`config.mk`:
```
export PLATFORM = sky130hd
export DESIGN_NAME = mux_share_arb
export DESIGN_NICKNAME = d
export VERILOG_FILES = /design/src/rtl/mux_share_arb_pkg.sv /design/src/rtl/mux_share_arb_mux2_w.sv /design/src/rtl/mux_share_arb.sv
export SDC_FILE = /design/constraint.sdc
export NUM_CORES = 1
export LEC_CHECK = 0
export ABC_AREA = 1
export CORE_UTILIZATION = 40
export CTS_CLUSTER_DIAMETER = 80
export DETAILED_ROUTE_END_ITERATION = 10
export PLACE_DENSITY = 0.9
export SYNTH_ARGS = -nofsm -noshare
export SYNTH_HDL_FRONTEND = slang
export SYNTH_SLANG_ARGS = --single-unit
```
`constraint.sdc`:
```
create_clock -name clk -period 2.4 [get_ports clk]
set_input_delay 0.24 -clock clk [delete_from_list [all_inputs] [get_ports clk]]
set_output_delay 0.24 -clock clk [all_outputs]
set_load 0.05 [all_outputs]
```
`src/rtl/mux_share_arb_pkg.sv`:
```
// Shared constants for the two-requester shared-mux arbiter: state codes and
// default parameter values.
package mux_share_arb_pkg;

  localparam int DEF_WIDTH    = 32;
  localparam int DEF_MAX_HOLD = 4;

  typedef logic [1:0] arb_state_t;

  localparam arb_state_t ST_IDLE = 2'd0;
  localparam arb_state_t ST_OWN0 = 2'd1;
  localparam arb_state_t ST_OWN1 = 2'd2;

endpackage

```
`src/rtl/mux_share_arb_mux2_w.sv`:
```
// WIDTH-bit 2:1 data mux; sel=0 routes the first input.
module mux2_w
  import mux_share_arb_pkg::*;
#(
  parameter int WIDTH = DEF_WIDTH
) (
  input  logic             sel,
  input  logic [WIDTH-1:0] a,
  input  logic [WIDTH-1:0] b,
  output logic [WIDTH-1:0] y
);

  assign y = sel ? b : a;

endmodule

```
`src/rtl/mux_share_arb.sv`:
```
// Two-requester arbiter sharing one output register; an owner keeps the mux
// for at most MAX_HOLD accepted beats while the other side is waiting.
//
// state | meaning
// IDLE  | no owner; arbitrate this cycle, nothing accepted
// OWN0  | requester 0 owns the mux (gnt0)
// OWN1  | requester 1 owns the mux (gnt1)
module mux_share_arb
  import mux_share_arb_pkg::*;
#(
  parameter int WIDTH    = DEF_WIDTH,
  parameter int MAX_HOLD = DEF_MAX_HOLD
) (
  input  logic             clk,
  input  logic             rst_n,
  input  logic             req0,
  input  logic             req1,
  input  logic [WIDTH-1:0] d0,
  input  logic [WIDTH-1:0] d1,
  output logic             gnt0,
  output logic             gnt1,
  output logic             sel,
  output logic             out_valid,
  output logic [WIDTH-1:0] out_data,
  input  logic             out_ready
);

  localparam logic [3:0] HOLD_LAST = 4'(MAX_HOLD - 1);

  arb_state_t       state, state_nxt;
  logic [3:0]       cnt, cnt_nxt;
  logic             last, last_nxt;
  logic             load, accept0, accept1;
  logic [WIDTH-1:0] mux_y;

  assign gnt0    = (state == ST_OWN0);
  assign gnt1    = (state == ST_OWN1);
  assign sel     = gnt1;
  assign load    = !out_valid || out_ready;
  assign accept0 = gnt0 && req0 && load;
  assign accept1 = gnt1 && req1 && load;

  mux2_w #(.WIDTH(WIDTH)) u_mux (
    .sel (sel),
    .a   (d0),
    .b   (d1),
    .y   (mux_y)
  );

  // A dropped request is checked before the hold limit, so losing both
  // requesters during a forced switch falls back to IDLE.
  always_comb begin
    state_nxt = state;
    cnt_nxt   = cnt;
    last_nxt  = last;
    case (state)
      ST_IDLE: begin
        if (req0 && req1)  state_nxt = last ? ST_OWN0 : ST_OWN1;
        else if (req0)     state_nxt = ST_OWN0;
        else if (req1)     state_nxt = ST_OWN1;
      end
      ST_OWN0: begin
        if (!req0) begin
          state_nxt = req1 ? ST_OWN1 : ST_IDLE;
          last_nxt  = 1'b0;
        end else if (accept0 && (cnt == HOLD_LAST) && req1) begin
          state_nxt = ST_OWN1;
          last_nxt  = 1'b0;
        end else if (accept0 && (cnt != HOLD_LAST)) begin
          cnt_nxt = cnt + 4'd1;
        end
      end
      ST_OWN1: begin
        if (!req1) begin
          state_nxt = req0 ? ST_OWN0 : ST_IDLE;
          last_nxt  = 1'b1;
        end else if (accept1 && (cnt == HOLD_LAST) && req0) begin
          state_nxt = ST_OWN0;
          last_nxt  = 1'b1;
        end else if (accept1 && (cnt != HOLD_LAST)) begin
          cnt_nxt = cnt + 4'd1;
        end
      end
      default: state_nxt = ST_IDLE;
    endcase
    if (state_nxt != state) cnt_nxt = 4'd0;
  end

  always_ff @(posedge clk or negedge rst_n) begin
    if (!rst_n) begin
      state <= ST_IDLE;
      cnt   <= 4'd0;
      last  <= 1'b1;
    end else begin
      state <= state_nxt;
      cnt   <= cnt_nxt;
      last  <= last_nxt;
    end
  end

  always_ff @(posedge clk or negedge rst_n) begin
    if (!rst_n) begin
      out_valid <= 1'b0;
      out_data  <= '0;
    end else if (load) begin
      out_valid <= accept0 || accept1;
      if (accept0 || accept1) out_data <= mux_y;
    end
  end

endmodule

```
==> impl_metrics.toml <==
[run_status]
status = "finished clean"

[global_routing]
grt_pass1_wl_mm = 8.473
grt_pass1_vias = 1983
overflow = 0
grt_max_degree = 65
grt_use_total = 0.2041
antenna_found_initial = 0

[layout]
num_antenna_cells = 0
syn2layout_area_growth_pct = 60.17
final_cells = 437
drive_gt1_frac = 0.05676
fillCellCount = 419
layout.nets = 443

[synth]
yosys.area.top_type = "dfrtp_1"
synth_cells = 268
synth_area_leaders = "dfrtp_1, nand2_1, a31oi_1"
synth_seq_cells = 40
synth-warning-count = 0
synth_nets = 342
yosysSeqAreaShare = 0.4878
avgSynthCellArea_um2 = 7.666
netlist_area_um2 = 2054
synth_top_area_frac = 0.4750
synth_cell_types = 22

[power_and_ir_drop]
power_density_nw_per_um2 = 1446
leakage_nw = 1.457
ir_drop_v = 0.0008969

[worst_setup_path]
r2r_start = "state[0]$_DFF_PN0_"
r2r_end = "cnt[1]$_DFFE_PN0P_"
reg2reg_slack_ns = 0.46
crit_fanout = 6
crit_path_end_kind = "primary output"
crit_type = "register to primary output"
ff2ff_path_depth = 12
worstPathRequired_ns = 2.16
cp-start-kind = "register"
arrival_ns = 1.93

[drt]
drt_first_iter_violations = 88
drtAntennaViolNets = 0
via_count = 2122
route.detailed.drc = 0
viasPerCell = 4.856
totalWireLength_mm = 5.324
wl_per_cell_um = 12.18
drt_pass1_iterations = 4

[floorplan]
die_area_um2 = 5427
coreArea_um2 = 4817
row_count = 25
die_y_um = 73.67
dieWidth_um = 73.67
pin_count = 105
floorplan.initialDensity = 0.4265

[placed_design]
place.port_buffers = 104
dp.cells = 429
hpwl_mm = 4.050
place_congestion = 0.9588

[clock_tree]
clock_tree.root_cell = "clkbuf_8"
ctsHoldBuffers = 0
clk_pin_slew_worst_paths_ns = 0.08
numCtsBuffers = 5
clk_latency_ns = 0.29
cts_setup_buffers = 0
cts.sinks = 40
cts.repair.resized = 0
htree_levels = 2
clockBufferDepth = 2
cts_tree = "yes"

[sta]
drv_slew = 0
clock.fmax_mhz = 460.3
finalHoldViolations = 0
fin_setup_tns_ns = 0
fin_worst_skew_ns = 0.006221
period_share = 0.9052
setup_viol = 0
max-slew-margin-rel = 0.4360
rsz0062_at_grt = "false"
finalCriticalPeriod_ns = 2.173
tightestPinTransition_ns = 0.8460

[job]
cap_violations = 0

[min_path]
min_path_type = "input pin to async pin"
synth_stat cells (all sizes together):
cell type / instances
clkinv: 1
nand2: 92
buf: 8
xor2: 2
ha: 5
a21oi: 1
a31oi: 32
clkbuf: 6
dfstp: 1
nor3: 1
nand3: 12
xnor2: 1
o211ai: 1
inv: 18
nor2: 44
dfrtp: 39
o21ai: 4
critical path, stage by stage, from the launching register on:
cell             delay, ns
dfrtp_1               0.44
inv_1                 0.15
ha_1                  0.24
clkdlybuf4s50_1       0.82
cells in the final DEF, fill, tap and decap left out:
cell type	Yosys	final
nand2_1	91	91
nor3_2	1	1
nand3_2	1	1
ha_1	5	5
dfrtp_1	39	39
clkbuf_8	0	6
a31oi_1	32	32
nand3_1	11	11
a21oi_2	1	1
dfstp_2	1	1
clkinv_1	1	1
buf_2	6	1
buf_12	0	3
nor2_1	44	44
xnor2_1	1	1
buf_4	2	3
o21ai_1	1	1
clkdlybuf4s50_1	0	101
inv_1	17	17
clkinv_4	0	1
o21ai_0	3	3
inv_2	1	1
xor2_1	2	2
o211ai_1	1	1
bufinv_16	0	1
nand2_2	1	1
per-layer routing:
layer	up-vias	track usage	routed length (µm)
met3	4	0.06036	407
met4	0	0.05128	39
met2	75	0.3874	2801
met5	-	0	0
met1	977	0.2188	2075
li1	1066	-	-
how the worst max path moves through the flow:
stage / startpoint / to / cells past startpoint
5_1_grt: state[1]$_DFF_PN0_ / gnt0 / 3
4_1_cts: state[1]$_DFF_PN0_ / gnt0 / 3
6_report: state[1]$_DFF_PN0_ / gnt0 / 3
3_5_place_dp: state[0]$_DFF_PN0_ / cnt[1]$_DFFE_PN0P_ / 12
2_1_floorplan: state[0]$_DFF_PN0_ / cnt[3]$_DFFE_PN0P_ / 14
3_3_place_gp: state[0]$_DFF_PN0_ / cnt[3]$_DFFE_PN0P_ / 12
cells by family (layout without fill, tap and decap cells):
logic type / count (synthesis) / count (layout) / synth area share
AOI/OAI and AO/OA: 38 / 38 / 0.1151
xor gates and xnor gates: 3 / 3 / 0.01279
adders and majority gates: 5 / 5 / 0.03045
buffers and inverters: 33 / 135 / 0.06759
DFF: 40 / 40 / 0.4878
and+or+nand+nor: 149 / 149 / 0.2862
sequential cells by signal (all words and copies together) (netlist names):
name       count
out_valid      1
state          2
last           1
cnt            4
out_data      32
stage by stage:
stage / util / instance area [µm²] / hold slack, ns / power [mW] / worst slack, ns
2_1_floorplan: - / 2054 / -0.05559 / 3.184 / 0.2651
3_3_place_gp: 0.6579 / 3169 / 0.3996 / 4.142 / 0.5624
3_5_place_dp: 0.6579 / 3169 / 0.4053 / 4.217 / 0.4866
4_1_cts: 0.6831 / 3291 / 0.08942 / 4.794 / 0.2395
5_1_grt: 0.6831 / 3291 / 0.1387 / 5.056 / 0.1529
6_report: 0.6831 / 3291 / 0.05461 / 4.758 / 0.2274
power by group:
| group | internal (mW) | switching, mW |
|---|---|---|
| sequential | 0.992 | 0.180 |
| combinational | 1.03 | 1.98 |
| clock | 0.340 | 0.231 |
| total | 2.37 | 2.39 |
area by class of cell:
class | instances | area (µm²) | share of cell area
inverters | 19 | 71.32 | 0.02167
repair buffers | 108 | 1099 | 0.3338
well taps | 67 | 83.83 | 0.02548
multi-input cells | 195 | 913.4 | 0.2776
flip-flops and latches | 40 | 1002 | 0.3046
clock inverters | 2 | 38.79 | 0.01179
clock buffers | 6 | 82.58 | 0.02510
No activity file was read; power rests on OpenSTA's default activity.
